===== config.mk =====
export PLATFORM = sky130hd
export DESIGN_NAME = step_scheduler
export DESIGN_NICKNAME = d
export VERILOG_FILES = /design/src/rtl/step_scheduler.sv
export SDC_FILE = /design/constraint.sdc
export NUM_CORES = 1
export LEC_CHECK = 0
export CAP_MARGIN = 20
export CORE_AREA = 2 2 69 71
export DETAILED_ROUTE_END_ITERATION = 12
export DIE_AREA = 0 0 71 73
export HOLD_SLACK_MARGIN = 0.05
export PLACE_DENSITY = 0.8
export SLEW_MARGIN = 30
export SYNTH_ARGS = -nofsm -noshare
export SYNTH_HDL_FRONTEND = slang
export SYNTH_SLANG_ARGS = --single-unit

===== constraint.sdc =====
create_clock -name clk -period 2.8 [get_ports clk]
set_input_delay 0.28 -clock clk [delete_from_list [all_inputs] [get_ports clk]]
set_output_delay 0.28 -clock clk [all_outputs]
set_load 0.03 [all_outputs]

===== src/rtl/step_scheduler.sv =====
// Sequencer for the systolic-line step datapath: runs one GF(M) Gaussian-elimination
// sweep as a series of functionA/functionB passes, with gap insertion and a watchdog.
module step_scheduler #(
    parameter int N          = 4,
    parameter int M          = 3,
    parameter int L          = 8,
    parameter int K          = 16,
    parameter int GAP        = 2,
    parameter int FPR_OFFSET = 8,
    parameter int TIMEOUT    = 1024
) (
    input  logic                              clk,
    input  logic                              rst,
    input  logic                              go,
    output logic                              busy,
    output logic                              done,
    output logic                              fail,
    output logic                              timeout,
    output logic [$clog2(L/N+2)-1:0]          fail_phase,
    output logic                              host_gnt,
    output logic                              step_start,
    output logic                              step_functionA,
    output logic                              step_last_phase,
    output logic [$clog2(K/N+1)-1:0]          step_col_block,
    output logic [$clog2(L*K/N+2*N+1)-1:0]    step_first_pass_rows,
    input  logic                              step_done,
    input  logic                              step_fail
);

    localparam int NB = K / N;
    localparam int NP = (L + N - 1) / N;
    localparam int PW = $clog2(L/N+2);
    localparam int CW = $clog2(K/N+1);
    localparam int FW = $clog2(L*K/N+2*N+1);
    localparam int WW = $clog2(TIMEOUT);
    localparam int GW = $clog2(GAP+1);

    localparam logic [PW-1:0] NP_V    = PW'(NP);
    localparam logic [PW-1:0] LASTP_V = PW'(NP-1);
    localparam logic [CW-1:0] NB_V    = CW'(NB);
    localparam logic [WW-1:0] WD_MAX  = WW'(TIMEOUT-1);
    localparam logic [GW-1:0] GAP_END = GW'(GAP-1);

    if (((K % N) != 0) || (L > K) || (GAP < 1) || (TIMEOUT < 2) || (M < 2)) begin : g_bad_params
        $error("step_scheduler: illegal parameter set");
    end

    typedef enum logic [2:0] {
        S_IDLE   = 3'd0,
        S_ISSUE  = 3'd1,
        S_WAIT   = 3'd2,
        S_GAP    = 3'd3,
        S_FINISH = 3'd4,
        S_FAIL   = 3'd5
    } state_t;

    state_t          state_q, state_d;
    logic [PW-1:0]   phase_q, phase_d;
    logic [CW-1:0]   cblk_q, cblk_d;
    logic            fa_q, fa_d;
    logic            finished_q, finished_d;
    logic [WW-1:0]   wdog_q, wdog_d;
    logic [GW-1:0]   gcnt_q, gcnt_d;
    logic            busy_q, busy_d;
    logic            done_q, done_d;
    logic            fail_q, fail_d;
    logic            timeout_q, timeout_d;
    logic [PW-1:0]   fail_phase_q, fail_phase_d;
    logic            host_gnt_q, host_gnt_d;
    logic            start_q, start_d;
    logic            sfa_q, sfa_d;
    logic            slast_q, slast_d;
    logic [CW-1:0]   scb_q, scb_d;
    logic [FW-1:0]   sfpr_q, sfpr_d;

    logic            enter_issue;
    logic [CW-1:0]   nxt_cblk;
    logic [PW-1:0]   nxt_phase;
    logic            nxt_fa;

    // Next-state, pass bookkeeping and registered-output computation.
    always_comb begin
        state_d      = state_q;
        phase_d      = phase_q;
        cblk_d       = cblk_q;
        fa_d         = fa_q;
        finished_d   = finished_q;
        wdog_d       = wdog_q;
        gcnt_d       = gcnt_q;
        done_d       = 1'b0;
        fail_d       = fail_q;
        timeout_d    = timeout_q;
        fail_phase_d = fail_phase_q;
        enter_issue  = 1'b0;
        nxt_cblk     = fa_q ? (CW'(phase_q) + CW'(1)) : (cblk_q + CW'(1));
        nxt_phase    = phase_q;
        nxt_fa       = 1'b0;

        if (nxt_cblk == NB_V) begin
            nxt_phase = phase_q + PW'(1);
            nxt_cblk  = CW'(nxt_phase);
            nxt_fa    = 1'b1;
        end else begin
            nxt_phase = phase_q;
        end

        case (state_q)
            S_IDLE, S_FINISH, S_FAIL: begin
                if (go) begin
                    state_d      = S_ISSUE;
                    phase_d      = '0;
                    cblk_d       = '0;
                    fa_d         = 1'b1;
                    finished_d   = 1'b0;
                    fail_d       = 1'b0;
                    timeout_d    = 1'b0;
                    fail_phase_d = '0;
                    enter_issue  = 1'b1;
                end else begin
                    state_d = state_q;
                end
            end
            S_ISSUE: begin
                state_d = S_WAIT;
                wdog_d  = wdog_q + WW'(1);
            end
            S_WAIT: begin
                wdog_d = wdog_q + WW'(1);
                if (step_done) begin
                    if (fa_q && step_fail) begin
                        state_d      = S_FAIL;
                        fail_d       = 1'b1;
                        fail_phase_d = phase_q;
                    end else begin
                        state_d    = S_GAP;
                        gcnt_d     = '0;
                        cblk_d     = nxt_cblk;
                        phase_d    = nxt_phase;
                        fa_d       = nxt_fa;
                        finished_d = (nxt_phase == NP_V);
                    end
                end else if (wdog_q == WD_MAX) begin
                    state_d      = S_FAIL;
                    fail_d       = 1'b1;
                    timeout_d    = 1'b1;
                    fail_phase_d = phase_q;
                end else begin
                    state_d = S_WAIT;
                end
            end
            S_GAP: begin
                if (gcnt_q == GAP_END) begin
                    if (finished_q) begin
                        state_d = S_FINISH;
                        done_d  = 1'b1;
                    end else begin
                        state_d     = S_ISSUE;
                        enter_issue = 1'b1;
                    end
                end else begin
                    gcnt_d = gcnt_q + GW'(1);
                end
            end
            default: begin
                state_d = S_IDLE;
            end
        endcase

        // Pass descriptor is latched only as ISSUE is entered and held through WAIT.
        if (enter_issue) begin
            start_d = 1'b1;
            wdog_d  = '0;
            sfa_d   = fa_d;
            scb_d   = cblk_d;
            slast_d = (phase_d == LASTP_V);
            sfpr_d  = (FW'(cblk_d) * FW'(L)) + FW'(FPR_OFFSET);
        end else begin
            start_d = 1'b0;
            sfa_d   = sfa_q;
            scb_d   = scb_q;
            slast_d = slast_q;
            sfpr_d  = sfpr_q;
        end

        busy_d     = (state_d == S_ISSUE) || (state_d == S_WAIT) || (state_d == S_GAP);
        host_gnt_d = ~busy_d;
    end

    // State and output registers with synchronous reset.
    always_ff @(posedge clk) begin
        if (rst) begin
            state_q      <= S_IDLE;
            phase_q      <= '0;
            cblk_q       <= '0;
            fa_q         <= 1'b0;
            finished_q   <= 1'b0;
            wdog_q       <= '0;
            gcnt_q       <= '0;
            busy_q       <= 1'b0;
            done_q       <= 1'b0;
            fail_q       <= 1'b0;
            timeout_q    <= 1'b0;
            fail_phase_q <= '0;
            host_gnt_q   <= 1'b0;
            start_q      <= 1'b0;
            sfa_q        <= 1'b0;
            slast_q      <= 1'b0;
            scb_q        <= '0;
            sfpr_q       <= '0;
        end else begin
            state_q      <= state_d;
            phase_q      <= phase_d;
            cblk_q       <= cblk_d;
            fa_q         <= fa_d;
            finished_q   <= finished_d;
            wdog_q       <= wdog_d;
            gcnt_q       <= gcnt_d;
            busy_q       <= busy_d;
            done_q       <= done_d;
            fail_q       <= fail_d;
            timeout_q    <= timeout_d;
            fail_phase_q <= fail_phase_d;
            host_gnt_q   <= host_gnt_d;
            start_q      <= start_d;
            sfa_q        <= sfa_d;
            slast_q      <= slast_d;
            scb_q        <= scb_d;
            sfpr_q       <= sfpr_d;
        end
    end

    assign busy                 = busy_q;
    assign done                 = done_q;
    assign fail                 = fail_q;
    assign timeout              = timeout_q;
    assign fail_phase           = fail_phase_q;
    assign host_gnt             = host_gnt_q;
    assign step_start           = start_q;
    assign step_functionA       = sfa_q;
    assign step_last_phase      = slast_q;
    assign step_col_block       = scb_q;
    assign step_first_pass_rows = sfpr_q;

endmodule

# Word level (Yosys, flattened, before mapping)
# Cells that the tools add are included.
# classes
n_lt_le_gt_ge	0
n_reduce_logical	14
div	0
shift	0
mul	0
n_eq_ne	21
bitwise_logic	3
add_sub_neg	6
muxes	48
# ops
cell	n
$mux W3	11
$mux W2	11
$mux W1	16
$reduce_and A4 Y1	4
$eq A3 B2 Y1 const B	4
$ne A2 B2 Y1 const B	6
$pmux W2 S2	3
$pmux W3 S4	1
$add A10 B1 Y10 const B	1
$eq A10 B10 Y1 const B	1
$pmux W1 S2	5
$eq A3 B3 Y1 const B	3
$add A6 B4 Y6 const B	1
$eq A3 B1 Y1 const B	2
$ne A3 B3 Y1 const B	2
$pmux W3 S2	1
$reduce_or A3 Y1	2
$add A2 B1 Y2 const B	2
$eq A2 B1 Y1 const B	2
$reduce_bool A2 Y1	2
$reduce_or A2 Y1	2
$add A2 B1 Y3 const B	1
$add A3 B1 Y3 const B	1
$logic_not A3 Y1	1
4 further kinds	7
# word_totals
elab_cells	110
mem_bits_rw	0
out_inout_bits	19
in_bits	5
regBits	41
latchBits	0
romBits	0
mem_count	0

# Depth between registers and ports, before layout
# Gate-level depths: netlist (run 1).
# depth
depth_word	8
ltp_mapped	11
mapped_depth_nobuf	10

# Least setup slack after synthesis (run 1)
# No wires, ideal clock.
# synth_timing
path_kind	register -> register
startpoint	register fa_q
endpoint	register sfpr_q[5] (netlist: step_first_pass_rows[5])
path_stages_with_launch	12
setup_ns	0.117
t_arrival_ns	2.701
path_buffers	1
required_ns	2.683
synth_period_minus_slack_ns	2.818
setup_slack_ns	-0.018
cell_sequence	dfxtp_1 -> mux2_2 -> ha_1 -> ha_1 -> clkbuf_1 -> nor2_1 -> a31oi_1 -> a22oi_1 -> inv_1 -> ha_1 -> or4_1 -> a32o_1
# synth_via
elab_chain_len	7
elab_cells_between_ends	8
cone_classes	add/sub (1); eq/ne (1); mux (5); reduce/logical (1)
# synth_lines
item	line_no	rtl
start: declaration	60	logic fa_q, fa_d;
start signal: assignment	195	fa_q <= 1'b0;
start signal: assignment	214	fa_q <= fa_d;
$mux W3	95	nxt_cblk = fa_q ? (CW'(phase_q) + CW'(1)) : (cblk_q + CW'(1));
$eq A3 B3 Y1	99	if (nxt_cblk == NB_V) begin
$mux W3	99	
$mux W3 *	130	if (fa_q && step_fail) begin
$mux W3 *	129	if (step_done) begin
$pmux W3 S2 *	107	case (state_q)
named net cblk_d[1]	59	logic [CW-1:0] cblk_q, cblk_d;
$add A6 B4 Y6 *	176	sfpr_d = (FW'(cblk_d) * FW'(L)) + FW'(FPR_OFFSET);
end signal: assignment	228	sfpr_q <= sfpr_d;
end: declaration	74	logic [FW-1:0] sfpr_q, sfpr_d;
# Mark *: on every way through the listed nets, which the timed path passes. The rest lies on a longest branch.
# A chain may end at the register's enable or synchronous reset.

# Final worst setup path (run 1)
# Ends and elaborated chain as after synthesis.

==> results of run 1 <==
==> through the flow <==
step                      cell area [sq um]  hold slack [ns]  total power [mW]
final                                  2376           0.4697             1.318
after detailed placement               2233           0.4495            0.7635
after floorplan                        1953           0.4536            0.7133
after CTS                              2371           0.4785             1.323
after global placement                 2233           0.4422            0.7585
after global routing                   2376           0.4987             1.367
==> how the worst max path moves through the flow <==
stage	startpoint	to
finish	fa_q	step_first_pass_rows[5]
global route	fa_q	step_first_pass_rows[5]
floorplan	fa_q	step_first_pass_rows[5]
global placement	fa_q	step_first_pass_rows[5]
CTS	fa_q	step_first_pass_rows[5]
detailed placement	fa_q	step_first_pass_rows[5]
==> where the power goes <==
part / switching, mW / internal (mW) / leakage, nW
combinational: 0.108 / 0.0734 / 0.488
sequential: 0.0153 / 0.557 / 0.308
clock: 0.207 / 0.357 / 0.0683
total: 0.330 / 0.988 / 0.864
==> critical path: cells and delay by family (launching register included) <==
kind                       cells  cell delay, ns
adders and majority gates      3            0.64
buffers and inverters          1            0.17
muxes                          1            0.36
AOI/OAI and AO/OA              2            0.34
and+or+nand+nor                2            0.67
DFF                            1            0.40
==> per-layer routing <==
| layer | track usage [%] | wire [microns] | vias to the layer above |
|---|---|---|---|
| li1 | - | - | 838 |
| met1 | 24.02 | 1965 | 777 |
| met2 | 29.08 | 1961 | 53 |
| met3 | 3.177 | 270 | 12 |
| met4 | 6.918 | 95 | 0 |
| met5 | 0 | 0 | - |
==> placed cells by master (no fill, tap or decap), types with 7 or more instances in the layout <==
master,count
nand3_1,8
nand2b_1,8
a21oi_1,11
buf_4,11
nand2_1,13
clkdlybuf4s50_1,20
nor2_1,23
inv_1,7
dfxtp_1,37
o21ai_0,8
==> flip-flops by register name (all words and copies together) (netlist names), 2 cells and up <==
register and cells:
cblk_q 3, fail_phase 2, gcnt_q 2, phase_q 2
state_q 3, step_col_block 3, step_first_pass_rows 3, wdog_q 10
==> repair_timing <==
item	CTS	global route
resized for setup	0	1
setup endpoints to repair	0	1
endpoints found under the hold margin	0	0
==> kinds of logic (layout without fill, tap and decap cells) <==
kind of cell / Yosys count / in the layout / synth area share [%]
AOI/OAI and AO/OA: 49 / 49 / 17.83
xor gates and xnor gates: 7 / 7 / 4.119
and+or+nand+nor: 92 / 92 / 26.58
adders and majority gates: 6 / 6 / 3.861
DFF: 38 / 38 / 39.12
buffers and inverters: 19 / 46 / 4.955
other: 1 / 3 / 0.1929
muxes: 5 / 5 / 3.346
==> final cells by class <==
cell class	count	area [sq um]
fillers	425	2160
multi-input cells	162	1100
flip-flops and latches	38	762.0
repair buffers	31	282.8
clock buffers	5	68.82
clock inverters	3	68.82
well taps	54	67.56
inverters	7	26.28
==> metrics.md, run 1 <==
| Metric | Value |
|---|---|
| Antenna violations before repair | 0 |
| Most common cell on crit path | ha_1 |
| Synth Warn # | 0 |
| Final Instance Count excl. Fillers | 300 |
| Die Area | 0.005183 sq mm |
| CTS buffer count | 5 |
| Fin crit period | 2.676 ns |
| Worst Max-Slew Pin Slew | 0.5335 ns |
| CP endpoint kind | register |
| Hold path cells | 2 |
| LEAKAGE | roughly 0.86 nW |
| Placed cell count | 292 |
| Largest net degree at the start of global routing | 17 |
| Asr flop ratio synth | 0% |
| Routed vias | roughly 1700 |
| Routed wire length | roughly 4300 microns |
| WL/cell | 14.31 microns |
| Total Negative Setup Slacks | 0 ns |
| Global Route Usage Sum | between 10% and 20% |
| Area growth, synth to finish | 22.20% |
| Setup ws final | roughly 0.12 ns |
| Finished Core Util | about 52% |
| Critical Path Max Stage Delay | between 0.5 and 0.6 ns |
| Fraction of layout cells with a size suffix above 1 | 13.41% |
| IO Count | 24 |
| Clock-pin slew on the worst setup and hold paths | 0.08 ns |
| Final setup fails | 0 |
| PD cells | 554.7 mW/mm^2 |
| Final Slew Violations | 0 |
| Routed Antenna Nets | 0 |
| Final hold violation count | 0 |
| Max Cap Viol | 0 |
| Clock root cell | clkbuf_8 |
| Largest cells by area after synthesis | dfxtp_1 (39%), nor2_1 (4.4%), ha_1 (3.9%), a21oi_1 (2.8%), nand2b_1 (2.6%) |
| Area of the core | 0.004536 sq mm |
| R2r worst-path depth | 9 |
| Starting Density | a little over two fifths |
| Setup slack, reg-to-reg | roughly 0.12 ns |
| Worst Clk Skew | between 0.006 and 0.007 ns |
| Sink Count | 38 |
| Gr ovfl total | 0 |
| Most frequent cell after synthesis | dfxtp_1 |
| First-pass GRT wire length | 7452 microns |
| Slew HR | around 64% |
| HPWL Detailed | 3155 microns |
| Share of the synthesized area in the top cell type | approximately 40% |
| Clk_lat worst skew | 0.29 ns |
| Gate count of the mapped netlist | roughly 220 |
| Crit path cell chain | mux2_2 > ha_1 > ha_1 > buf_4 > nor2b_1 > o2bb2ai_2 > ha_1 > or4_1 > a32o_1 |
| Post-CTS Setup Repair Bufs | 0 |
| Initial DRC count | between 150 and 200 |
| CTS Hold Bufs | 0 |
| Clock H-tree levels | 2 |
| DIE WIDTH | 71 microns |
| Synth Flop Type | dfxtp_1 |
| Synthesized flop and latch total | 38 |
| Fin crit share | a little over nine tenths |
| Synth Cell Area | 0.001944 sq mm |
| Fmax achieved | approximately 370 MHz |
| Ant. Diodes | 0 |
| Outcome | finished, final reports clean |
| Worst endpoint required time | about 3.0 ns |
| Remaining DRCs | 0 |
| Largest area contributor in the netlist | dfxtp_1 |
| Vias in the first global route | around 1600 |
| Row count | 25 |
| Synth unique cells | 55 |
| DR pass1 iterations | 4 |
| R2r startpoint | fa_q |
| Hold EP | fail |
| Post-synth top cells | dfxtp_1 (38), nor2_1 (23), nand2_1 (13) |
| Max Fanout on Critical Path | 8 |
| DP Worst Slack | 0.1120 ns |
| Sequential cell area fraction in the yosys report | 39.12% |
| Worst vdd ir | approximately 0.00021 V |
| Worst path arrival time | around 2.9 ns |
| CTS Buffer Depth | 2 |
| Worst reg2reg path endpoint | step_first_pass_rows[5] |
| Avg Inst Size Synth | between 8 and 9 sq um |
| Startpoint type of the worst setup path | register |
| Crit Path Category | reg2reg |
| Post-synth EDFFs | 0 |
| Routability cong. | 0.9080 |
| CTS tree | built |
| Nets@finish | approximately 260 |
| Worst hold path startpoint | fail |
| Via density | roughly 5.6 |
| Input/output buffers | 20 |
| RSZ-0062 raised after global routing | no |
| Hold WC Path Type | reg2reg |
| Chip Height | roughly 73 microns |
| Highest-delay cell along the critical path | or4_1 |
No activity file was read; power rests on OpenSTA's default activity.
==> run 2, diff against run 1 <==
--- a/config.mk
+++ b/config.mk
@@ -6,11 +6,11 @@
 export NUM_CORES = 1
 export LEC_CHECK = 0
 export CAP_MARGIN = 20
-export CORE_AREA = 2 2 69 71
+export CORE_AREA = 2 2 73 68
 export DETAILED_ROUTE_END_ITERATION = 12
-export DIE_AREA = 0 0 71 73
+export DIE_AREA = 0 0 75 70
 export HOLD_SLACK_MARGIN = 0.05
-export PLACE_DENSITY = 0.8
+export PLACE_DENSITY = 0.79
 export SLEW_MARGIN = 30
 export SYNTH_ARGS = -nofsm -noshare
 export SYNTH_HDL_FRONTEND = slang
==> run 2 against run 1 <==
Non-clock buffer count rose by 1. Hold slack got worse by 0.012 ns. Clock power fell by 31%. Register-to-register slack got worse by 0.02 ns. Sequential power barely moved. Combinational power barely moved. Clock-buffer cell count rose by 1. Sequential share of layout area rose by 0.36 points. Critical endpoint unchanged. Highest routed layer unchanged.
==> metrics.md, run 2 (synthesis results as in run 1) <==
| Metric | Value |
|---|---|
| Startpoint type of the worst setup path | register (unchanged) |
| Chip Height | 70 microns (was 73 microns) |
| R2r worst-path depth | 9 (unchanged) |
| HPWL Detailed | 3030 microns (was 3155 microns) |
| Ant. Diodes | 0 (unchanged) |
| Total Negative Setup Slacks | 0 ns (unchanged) |
| Input/output buffers | 20 (unchanged) |
| IO Count | 24 (unchanged) |
| Starting Density | 42.32% (was 42.87%) |
| LEAKAGE | 0.8477 nW (was 0.8642 nW) |
| Worst path arrival time | 2.89 ns (was 2.87 ns) |
| Sink Count | 38 (unchanged) |
| Routed vias | 1673 (was 1680) |
| CTS tree | built (unchanged) |
| PD cells | 485.4 mW/mm^2 (was 554.7 mW/mm^2) |
| Max Cap Viol | 0 (unchanged) |
| DIE WIDTH | 75 microns (was 71 microns) |
| Most common cell on crit path | ha_1 (unchanged) |
| Routed Antenna Nets | 0 (unchanged) |
| Largest register FFs | 10 (unchanged) |
| WL/cell | 13.23 microns (was 14.31 microns) |
| Gr ovfl total | 0 (unchanged) |
| Hold WC Path Type | reg2reg (unchanged) |
| Final Slew Violations | 0 (unchanged) |
| Remaining DRCs | 0 (unchanged) |
| Fraction of layout cells with a size suffix above 1 | 13.77% (was 13.41%) |
| Commonest non-fill, non-tap cell in the layout | dfxtp_1 (unchanged) |
| Clock-pin slew on the worst setup and hold paths | 0.08 ns (about the same) |
| Fin crit share | 96.32% (was 95.57%) |
| Antenna violations before repair | 0 (unchanged) |
| Worst vdd ir | 0.0002169 V (was 0.0002064 V) |
| Clock root cell | clkbuf_8 (unchanged) |
| Switching Share | 27.47% (was 25.08%) |
| Reg power frac | 50.1% (was 43.4%) |
| Clock H-tree levels | 2 (unchanged) |
| CTS buffer count | 5 (unchanged) |
| Initial DRC count | 202 (was 166) |
| Routed wire length | 4129 microns (was 4293 microns) |
| Fmax achieved | 370.8 MHz (was 373.7 MHz) |
| DR pass1 iterations | 5 (was 4) |
| CP endpoint kind | register (unchanged) |
| CTS Buffer Depth | 2 (unchanged) |
| Area of the core | 0.004594 sq mm (was 0.004536 sq mm) |
| Max Fanout on Critical Path | 8 (unchanged) |
| Vias in the first global route | 1553 (was 1601) |
| Global Route Usage Sum | 16.89% (was 17.98%) |
| Highest-delay cell along the critical path | or4_1 (unchanged) |
| Routability cong. | 0.8629 (was 0.9080) |
| Slew HR | 66.70% (was 64.30%) |
| Worst endpoint required time | 2.99 ns (was 3.00 ns) |
| Final setup fails | 0 (unchanged) |
| Post-CTS Setup Repair Bufs | 0 (unchanged) |
| Hold path cells | 2 (unchanged) |
| Worst Clk Skew | 0.008942 ns (was 0.006676 ns) |
| RSZ-0062 raised after global routing | no (unchanged) |
| P_sw | 0.3143 mW (was 0.3305 mW) |
| Clk_lat worst skew | 0.29 ns (about the same) |
| Via density | 5.362 (was 5.600) |
| Crit path cell chain | mux2_2 > ha_1 > ha_1 > buf_4 > nor2b_1 > o2bb2ai_2 > ha_1 > or4_1 > a32o_1 (unchanged) |
| Area growth, synth to finish | 21.24% (was 22.20%) |
| Fin area | 0.002357 sq mm (was 0.002376 sq mm) |
| Final hold violation count | 0 (unchanged) |
| Crit Path Category | reg2reg (unchanged) |
| Most frequent cells in the layout | dfxtp_1 (37), nor2_1 (23), clkdlybuf4s50_1 (20), nand2_1 (13), buf_4 (12) (was dfxtp_1 (37), nor2_1 (23), clkdlybuf4s50_1 (20), nand2_1 (13)) |
| Biggest register | wdog_q (unchanged) |
| Post-DP Area | 0.002255 sq mm (was 0.002233 sq mm) |
| P_int | 0.8299 mW (was 0.9875 mW) |
| Row count | 24 (was 25) |
| Outcome | finished, final reports clean (unchanged) |
| Critical Path Max Stage Delay | 0.53 ns (about the same) |
| Gate power share | 15.7% (was 13.8%) |
| Nets@finish | 257 (was 256) |
| Clock power share | 34.2% (was 42.8%) |
| Die Area | 0.005250 sq mm (was 0.005183 sq mm) |
| Largest net degree at the start of global routing | 14 (was 17) |
| First-pass GRT wire length | 7010 microns (was 7452 microns) |
| Fin crit period | 2.697 ns (was 2.676 ns) |
| Worst Max-Slew Pin Slew | 0.4977 ns (was 0.5335 ns) |
[run 2: cell count changes in the layout (fill, tap and decap cells not counted), sizes merged]
cell      change
clkinvlp      +1
buf           +1
bufinv        -2
clkbuf        +1
[run 2: final cells by class]
| cell class | count | area (sq um) |
|---|---|---|
| clock buffers | 6 | 82.58 |
| clock inverters | 2 | 12.51 |
| fillers | 424 | 2237 |
| inverters | 7 | 26.28 |
| multi-input cells | 162 | 1100 |
| flip-flops and latches | 38 | 764.5 |
| well taps | 65 | 81.33 |
| repair buffers | 32 | 290.3 |
[run 2: stage by stage]
stage          total power [mW]  util, %  setup WS [ns]  hold slack, ns  std cells
3_3_place_gp             0.7608    49.07         0.1943          0.4461        304
5_1_grt                   1.200    51.31      0.0007221          0.4984        312
4_1_cts                   1.153    51.14       0.008711          0.4612        312
6_report                  1.144    51.31         0.1031          0.4573        312
2_1_floorplan            0.7133        -        0.02621          0.4536        219
3_5_place_dp             0.7642    49.07       0.007707          0.4495        304
[run 2: power by group through the flow]
stage               logic, mW  clock network, mW  registers (mW)
finish                  0.180              0.391           0.573
global placement        0.176                  0           0.585
floorplan               0.115                  0           0.598
global route            0.196              0.427           0.576
detailed placement      0.178                  0           0.586
CTS                     0.179              0.401           0.573
[run 2: what timing repair did]
| item | in CTS | in global routing |
|---|---|---|
| pin swaps | 1 | 0 |
| resized for setup | 0 | 2 |
| setup endpoints to repair | 1 | 1 |
| hold buffers | 0 | 0 |
[run 2: metal layers]
metal | GRT usage (%) | vias to the layer above | part of all wire (%)
li1 | - | 838 | -
met1 | 24.23 | 774 | 50
met2 | 24.46 | 48 | 43
met3 | 4.762 | 13 | 4.9
met4 | 4.960 | 0 | 2.1
met5 | 0 | - | 0
[run 2: worst max-delay path, delay by kind of cell, from the launching register on]
kind	cells	cell delay, ns
multiplexers	1	0.35
adder cells (fa/ha/maj)	3	0.65
AND/OR/NAND/NOR	2	0.67
buffers and inverters	1	0.17
flip-flops	1	0.39
AO/OA/AOI/OAI	2	0.36
[run 2: path summary, 6_finish.rpt]
path,from,endpoint,slack [ns]
setup / recovery,fa_q,step_first_pass_rows[5],0.10
hold / removal,fail,fail,0.46
setup reg to reg,fa_q,step_first_pass_rows[5],0.10
hold reg to reg,fail,fail,0.46
